===== src/rtl/dmem_arbiter.sv =====
// Round-robin arbiter and sequencer that shares one single-port data memory
// between the core load/store path (requester 0) and the auxiliary engine (requester 1).
module dmem_arbiter #(
   parameter int AW = 8,
   parameter int DW = 8
) (
   input  logic          clk,
   input  logic          reset,
   input  logic          req0,
   input  logic          we0,
   input  logic [AW-1:0] addr0,
   input  logic [DW-1:0] wdata0,
   output logic          ack0,
   output logic [DW-1:0] rdata0,
   input  logic          req1,
   input  logic          we1,
   input  logic [AW-1:0] addr1,
   input  logic [DW-1:0] wdata1,
   output logic          ack1,
   output logic [DW-1:0] rdata1,
   output logic          mem_we,
   output logic [AW-1:0] mem_addr,
   output logic [DW-1:0] mem_wdata,
   input  logic [DW-1:0] mem_rdata,
   output logic          busy
);

   typedef enum logic [1:0] {IDLE, ISSUE, RESP} state_t;

   state_t state;
   logic   issue_id;
   logic   last_grant;
   logic   elig0;
   logic   elig1;
   logic   grant_valid;
   logic   grant_id;

   // The requester being acked in RESP still holds req high, so it must not win again.
   always_comb begin
      elig0       = req0 && !(state == RESP && issue_id == 1'b0);
      elig1       = req1 && !(state == RESP && issue_id == 1'b1);
      grant_valid = (state != ISSUE) && (elig0 || elig1);
      if (elig0 && elig1) begin
         grant_id = ~last_grant;
      end else begin
         grant_id = elig1;
      end
   end

   // mem_addr/mem_wdata double as the issue registers; mem_we is the latched write flag.
   always_ff @(posedge clk or negedge reset) begin
      if (!reset) begin
         state      <= IDLE;
         issue_id   <= 1'b0;
         last_grant <= 1'b1;
         ack0       <= 1'b0;
         ack1       <= 1'b0;
         rdata0     <= '0;
         rdata1     <= '0;
         mem_we     <= 1'b0;
         mem_addr   <= '0;
         mem_wdata  <= '0;
         busy       <= 1'b0;
      end else begin
         ack0   <= 1'b0;
         ack1   <= 1'b0;
         mem_we <= 1'b0;
         case (state)
            IDLE, RESP: begin
               if (grant_valid) begin
                  state      <= ISSUE;
                  busy       <= 1'b1;
                  issue_id   <= grant_id;
                  last_grant <= grant_id;
                  mem_we     <= grant_id ? we1 : we0;
                  mem_addr   <= grant_id ? addr1 : addr0;
                  mem_wdata  <= grant_id ? wdata1 : wdata0;
               end else begin
                  state <= IDLE;
                  busy  <= 1'b0;
               end
            end
            ISSUE: begin
               state <= RESP;
               busy  <= 1'b1;
               if (issue_id) begin
                  ack1 <= 1'b1;
               end else begin
                  ack0 <= 1'b1;
               end
               if (!mem_we) begin
                  if (issue_id) begin
                     rdata1 <= mem_rdata;
                  end else begin
                     rdata0 <= mem_rdata;
                  end
               end
            end
            default: begin
               state <= IDLE;
               busy  <= 1'b0;
            end
         endcase
      end
   end

endmodule

===== config.mk =====
export PLATFORM = sky130hd
export DESIGN_NAME = dmem_arbiter
export DESIGN_NICKNAME = d
export VERILOG_FILES = /design/src/rtl/dmem_arbiter.sv
export SDC_FILE = /design/constraint.sdc
export NUM_CORES = 1
export LEC_CHECK = 0
export ABC_AREA = 1
export CAP_MARGIN = 20
export CORE_MARGIN = 5
export CORE_UTILIZATION = 42
export DETAILED_ROUTE_END_ITERATION = 16
export PLACE_DENSITY = 0.84
export RECOVER_POWER = 50
export SLEW_MARGIN = 10
export SYNTH_ARGS = -nofsm -noshare
export SYNTH_HDL_FRONTEND = slang
export SYNTH_SLANG_ARGS = --single-unit

===== constraint.sdc =====
create_clock -name clk -period 1.8 [get_ports clk]
set_clock_uncertainty 0.15 [all_clocks]
set_input_delay 0.18 -clock clk [delete_from_list [all_inputs] [get_ports clk]]
set_output_delay 0.18 -clock clk [all_outputs]
set_load 0.01 [all_outputs]

Yosys cells after proc, flatten, opt, wreduce, memory -nomap -nowiden
Index checks and enable logic that the tools add are counted.
{"block": "op_classes", "addsub": 0, "multipliers": 0, "div_mod_pow": 0, "magnitude_cmp": 0, "eq_ne": 3, "n_shift": 0, "muxes": 14, "n_bitwise": 3, "n_reduce_logical": 14}
{"op": "$mux W8", "count": 2}
{"op": "$mux W1", "count": 10}
{"op": "$logic_and A1 B1 Y1", "count": 6}
{"op": "$reduce_and A3 Y1", "count": 2}
{"op": "$pmux W2 S2", "count": 1}
{"op": "$not A1 Y1", "count": 3}
{"op": "$eq A2 B1 Y1 const B", "count": 1}
{"op": "$eq A2 B2 Y1 const B", "count": 1}
{"op": "$logic_not A1 Y1", "count": 2}
{"op": "$logic_not A2 Y1", "count": 1}
{"op": "$ne A2 B1 Y1 const B", "count": 1}
{"op": "$pmux W1 S2", "count": 1}
{"op": "$reduce_and A2 Y1", "count": 1}
{"op": "$reduce_or A2 Y1", "count": 1}
{"op": "$logic_or A1 B1 Y1", "count": 1}
{"block": "totals", "regBits": 40, "latchBits": 0, "mem_bits_rw": 0, "romBits": 0, "inputBits": 46, "word_cells": 45, "memories": 0}

Logic depth before layout (Yosys ltp)
Gate-level depths: netlist of run 1.
{"block": "depth", "ltp_word": 9, "depth_mapped": 9, "ltp_nobuf": 8}

Least setup slack after synthesis of run 1
No wires, ideal clock.
{"block": "synth_timing", "kind": "flip-flop to flip-flop", "startpoint": "register last_grant", "endpoint": "register mem_addr[0]", "setup_ps": 117, "arrival_time_ps": 1097, "t_required_ps": 1533, "path_slack_ps": 436, "stages_incl_launch_ff": 7, "n_path_buf": 1, "synth_period_minus_slack_ps": 1364, "cell_sequence": "dfstp_2 -> nand3_2 -> nand2_2 -> buf_6 -> nand2_1 -> nand3_2 -> nand2_1"}
{"block": "synth_via", "elab_chain_len": 3}
{"item": "start: declaration", "line_no": "32", "text": "logic last_grant;"}
{"item": "start signal: assignment", "line_no": "74", "text": "last_grant <= grant_id;"}
{"item": "$not A1 Y1", "line_no": "44", "text": "grant_id = ~last_grant;"}
{"item": "$mux W1", "line_no": "43", "text": "if (elig0 && elig1) begin"}
{"item": "$mux W8", "line_no": "76", "text": "mem_addr <= grant_id ? addr1 : addr0;"}
{"item": "end signal: assignment", "line_no": "76"}
{"item": "end: declaration", "line_no": "22", "text": "output logic [AW-1:0] mem_addr,"}
No other way between the ends.
A chain may end at the register's enable or synchronous reset.

Final worst setup path of run 1
{"block": "layout_timing", "startpoint": "register rdata0[0]", "endpoint": "output port rdata0[0]"}
{"item": "start: declaration", "line_no": "14", "text": "output logic [DW-1:0] rdata0,"}
{"item": "start signal: assignment", "line_no": "95", "text": "rdata0 <= mem_rdata;"}
No word-level cell between the ends.

==> metrics.txt, run 1 <==
status complete, no violations; Comb power frac between 40% and 50%; core area around 4300 um2; Die Wd approximately 76 um; vias in the first global route about 1700; Yosys warnings 0; Startpoint Class flop; Power, Total 4.26 mW; Area Overhead vs Synth 50.7%; P_leak between 1 and 1.5 nW; post-synthesis cell area roughly 1900 um2; I/O pin count a little over 80; largest net degree at the start of global routing 26; H-tree depth 2; initial antenna violation count 0; gpl congestion about 0.8; clk buf depth 2; pre-CTS setup slack approximately 0.19 ns; worst-skew pair later-pin latency 0.29 ns; Clk pwr share around 17%; Hold Fails Final Rpt 0; most common cell after layout, fill and taps aside clkdlybuf4s50_1; Mapped Cells between 200 and 250; Pre-antenna DRT Iters 4; Int Pwr between 2 and 3 mW; Post-Route Setup TNS 0 ns; WL/cell about 12 um; Fillers 388; vias post-DR approximately 1700; n_diodes 0; input/output buffers 81; WHS between 0.2 and 0.3 ns; syn_area_per_cell 8.14 um2; DP HPWL around 3.5 mm; Slew headroom between 50% and 60%; CTS tree yes; Min Clock Period, post-route ~1.6 ns; final wirelength approximately 4.4 mm; slowest CP cell dlygate4sd3_1; commonest cells after routing, fill and taps aside clkdlybuf4s50_1, nand2_1, inv_1; RSZ-0062 raised after global routing false; CP Class reg -> out; Die Area between 5000 and 6000 um2; Clock transition at path regs about 0.08 ns; CTS sink cnt 40; design area 2800 um2; Detailed Route Iter0 Violations 76; setup repair bufs after CTS 0; total CTS buffers 5; die height around 76 um; post-synthesis register bit count 40; WP buf/inv 1; switching share of total power a little over a third; Seq pwr share a little under two fifths; crit end category primary output; first-pass GRT wire length 7.56 mm; worst min path class in -> async; Max Slew Vio Count 0; Routed Antenna Nets 0; max cap viols 0; worst slew pin tran 0.614 ns; Site Rows 24; Arr. time, crit path roughly 1.3 ns; Post-route DRC 0; CP top delay family buffers and inverters; Multi-input gate area between 500 and 600 um2; share of cells above drive strength 1 7.94%; Post-DP Area about 2700 um2; sequential cell area fraction in the yosys report between 50% and 60%; CP max stage delay 0.60 ns; worst path cell trace dlygate4sd3_1; Yosys cell types 17; setup violators final 0; Total Routing Usage GR between 10% and 20%; worst endpoint required time around 1.5 ns; Nets between 300 and 400; final worst slack 0.213 ns; worst vdd ir 0.602 mV; maximum fanout along the worst path 2; Period Utilization, post-route 88.1%; DR vias/cell 4.57; pwr dens 1520 nW/um2; Psw 1.49 mW; Initial Util a little over two fifths; CTS root buf clkbuf_8; Max Clk Rate 630 MHz; Synthesized Nets about 270; Seq. cell area approximately 1000 um2; total gr overflow 0
[flip-flops by register name, summed over array words and instances (netlist names)]
name	cells
ack0	1
mem_addr	8
state	2
ack1	1
rdata1	8
last_grant	1
busy	1
issue_id	1
mem_wdata	8
rdata0	8
mem_we	1
[power groups by stage]
| stage | clock [mW] | sequential (mW) | combinational (mW) |
|---|---|---|---|
| final | 0.710 | 1.58 | 1.97 |
| after global routing | 0.776 | 1.64 | 2.19 |
| after CTS | 0.726 | 1.59 | 2.03 |
| after detailed placement | 0 | 1.60 | 2.03 |
| after global placement | 0 | 1.59 | 1.97 |
| after floorplan | 0 | 1.77 | 0.800 |
[synth_stat cells]
library cell  instances  area share, %
o21ai_1               2           0.54
buf_6                 3            1.8
clkbuf_8              1           0.74
nand3_1              32            8.6
nand2_1              70             14
dfrtp_1              39             53
nor2_2                1           0.34
inv_2                 4           0.81
o21ai_0              16            4.3
a21oi_2               1           0.47
inv_1                42            8.5
dfstp_2               1            1.4
nand3_2               3            1.6
buf_2                 3           0.81
nand2_2               3            1.0
buf_12                1            1.1
nor2_1                6            1.2
[metrics by stage]
step | util, % | std cells
5_1_grt | 64.7 | 367
3_3_place_gp | 62.0 | 358
4_1_cts | 64.8 | 367
3_5_place_dp | 62.0 | 358
2_1_floorplan | - | 228
6_report | 64.7 | 367
[cell families after synthesis]
logic type             after synthesis  share of synthesized area (%)
buffers and inverters               54                           13.7
AOI/OAI and AO/OA                   19                           5.32
and+or+nand+nor                    115                           27.0
DFF                                 40                           54.0
[per-layer routing]
layer	GRT usage, %	part of all wire, %	up-vias
met5	0	0	-
met3	5.20	8.7	7
met1	18.5	40	757
li1	-	-	857
met4	4.72	1.2	0
met2	26.6	50	57
[final timing paths]
path / start / endpoint / slack (ns) / cells after the start
min in group clk: mem_rdata[3] / rdata0[3] / 0.31 / 3
max in group asynchronous: reset / rdata0[0] / 0.42 / 3
hold / removal: reset / mem_we / 0.28 / 2
setup / recovery: rdata0[0] / rdata0[0] / 0.21 / 1
setup reg to reg: state[0] / issue_id / 0.26 / 8
hold reg to reg: mem_addr[1] / mem_addr[1] / 0.33 / 2
[timing repair]
action	CTS	global route
gates resized for setup	0	0
hold endpoints to repair	23	0
hold buffers	1	0
[area by class of cell]
class / count / share of cell area, %
clock buffer: 5 / 2.46
sequential: 40 / 35.8
inverter: 46 / 6.17
clock inverter: 3 / 1.52
timing repair buffer: 87 / 30.4
tap: 52 / 2.32
multi-input combinational: 134 / 21.3
(Power assumes the default switching activity.)
==> run 2: changes to the inputs <==
--- a/config.mk
+++ b/config.mk
@@ -5,12 +5,12 @@
 export SDC_FILE = /design/constraint.sdc
 export NUM_CORES = 1
 export LEC_CHECK = 0
-export ABC_AREA = 1
 export CAP_MARGIN = 20
 export CORE_MARGIN = 5
-export CORE_UTILIZATION = 42
+export CORE_UTILIZATION = 40
+export CTS_CLUSTER_SIZE = 30
 export DETAILED_ROUTE_END_ITERATION = 16
-export PLACE_DENSITY = 0.84
+export PLACE_DENSITY = 0.82
 export RECOVER_POWER = 50
 export SLEW_MARGIN = 10
 export SYNTH_ARGS = -nofsm -noshare
==> metrics.txt, run 2 <==
status complete, but fails checks; failing checks negative setup slack; input/output buffers about 80; CTS sink cnt 40; Routed Antenna Nets 0; Mapped Cells around 110; Die Wd about 77 um; DR vias/cell 4.89; Period Utilization, post-route 107%; n_diodes 0; Detailed Route Iter0 Violations 22; post-synthesis register bit count 40; worst slew pin tran slightly below 0.9 ns; CTS root buf clkbuf_8; top_reg_cell synth dfrtp_1; Synth top area share between 50% and 60%; RSZ-0062 raised after global routing true; Nets roughly 260; CTS tree yes; pwr dens 1690 nW/um2; clk buf depth 2; Arr. time, crit path roughly 1.9 ns; final core occ about two thirds; setup violators final 16; core area approximately 4300 um2; initial antenna violation count 0; Yosys warnings 0; CP Class reg -> reg; Max Clk Rate 520 MHz; Initial Util ~41%; vias post-DR 1311; die height 76.6 um; commonest cells after routing, fill and taps aside clkdlybuf4s50_1, dfrtp_1, mux2_2; total gr overflow 0; syn_area_per_cell roughly 16 um2; total CTS buffers 5; number of flops mapped to enable cells by yosys 0; most common cell in the netlist dfrtp_1; Fillers 300; H-tree depth 2; share of cells above drive strength 1 between 30% and 40%; Async S/R FF share, synth 100%; I/O pin count 82; Power, Total roughly 5 mW; Synthesized Nets approximately 160; Pre-antenna DRT Iters 4; worst endpoint required time ~1.8 ns; most common cell after layout, fill and taps aside clkdlybuf4s50_1; Multi-input gate area between 700 and 800 um2; Synth area leader dfrtp_1; DP HPWL around 3.6 mm; Area Overhead vs Synth 66.3%; sequential cell area fraction in the yosys report between 50% and 60%; max cap viols 0; worst vdd ir roughly 0.77 mV; worst-skew pair later-pin latency between 0.2 and 0.3 ns; P_leak approximately 1.3 nW; largest net degree at the start of global routing 17; vias in the first global route 1581; final wirelength approximately 4.6 mm; Die Area 5870 um2; post-synthesis cell area 1780 um2; Clock transition at path regs 0.08 ns; WL/cell about 17 um; maximum fanout along the worst path 6; Min Clock Period, post-route roughly 1.9 ns; Seq. cell area between 1000 and 1500 um2; Post-route DRC 0; Hold Fails Final Rpt 0; first-pass GRT wire length ~7.6 mm; gpl congestion around 0.70; Yosys cell types 20; Slew headroom around two fifths; Startpoint Class flop; crit end category flop; worst min path class reg -> reg; Total Routing Usage GR between 15 and 20%; final worst slack -0.122 ns; Site Rows 24; Max Slew Vio Count 0; Commonest cells post-synth dfrtp_1, mux2_2, mux2_4, inv_1; cells taking the most area after synthesis dfrtp_1, mux2_2, mux2_4
run 2: cell types whose count changed after synthesis, moves of 3 or more:
| cell | change |
|---|---|
| nand3_2 | -3 |
| nand3_1 | -32 |
| mux2_4 | +14 |
| nor2_1 | -4 |
| nand2_2 | -3 |
| nand2_1 | -70 |
| o21ai_0 | -16 |
| mux2_2 | +34 |
| inv_2 | -4 |
| inv_1 | -38 |
run 2: cells by family (layout without fill, tap and decap cells):
kind of cell / Yosys count / count (layout) / synth area share [%]
AND/OR/NAND/NOR: 10 / 10 / 4.09
multiplexers: 49 / 49 / 34.0
buffers and inverters: 7 / 112 / 2.18
AO/OA/AOI/OAI: 5 / 5 / 3.31
flip-flops: 40 / 40 / 56.4
run 2: area by class of cell:
cell class,instances,share of cell area (%)
clock buffer,7,3.26
clock inverter,1,1.02
inverter,4,0.508
multi-input combinational,64,26.3
sequential,40,33.9
tap,52,2.20
timing repair buffer,100,32.8
run 2: repair_timing:
item,CTS,global route
pin swaps,0,1
hold endpoints to repair,25,0
setup buffers,2,1
hold buffers,1,0
setup endpoints to repair,16,32
resized for setup,4,13
gates cloned,0,1
run 2: power breakdown:
part           switching [mW]  internal [mW]
clock                   0.295          0.489
combinational           0.959           1.65
sequential              0.251           1.36
total                    1.51           3.50
run 2: worst paths after layout:
path	to	cells past startpoint	from	slack [ns]
setup / recovery	mem_wdata[6]	5	state[1]	-0.12
setup reg to reg	mem_wdata[6]	5	state[1]	-0.12
hold / removal	rdata1[4]	1	rdata1[4]	0.35
hold reg to reg	rdata1[4]	1	rdata1[4]	0.35
max in group asynchronous	rdata0[7]	3	reset	0.25
min in group asynchronous	mem_addr[2]	2	reset	0.37
run 2: through the flow:
stage               hold slack [ns]  TNS, ns  instances  worst slack [ns]  area (um2)
global route                  0.368    -2.34        268            -0.172        2950
CTS                           0.191    -1.31        266            -0.116        2910
finish                        0.349    -1.52        268            -0.122        2950
floorplan                    -0.266    -2.74        111            -0.251        1780
detailed placement          -0.0394    -6.29        255            -0.420        2740
global placement            -0.0473    -5.39        255            -0.356        2740
run 2: per-layer routing:
metal	up-vias	global-route usage, %	part of all wire (%)
li1	603	-	-
met1	657	18.2	39
met2	40	29.2	54
met3	11	5.08	5.1
met4	0	5.94	2.3
met5	-	0	0
run 2: critical path, cell delays in order, from the launching register on:
cell and delay, ns:
dfrtp_1 0.39, nor2b_4 0.14, o311ai_4 0.34, buf_6 0.19, mux2_2 0.33, mux2_2 0.27
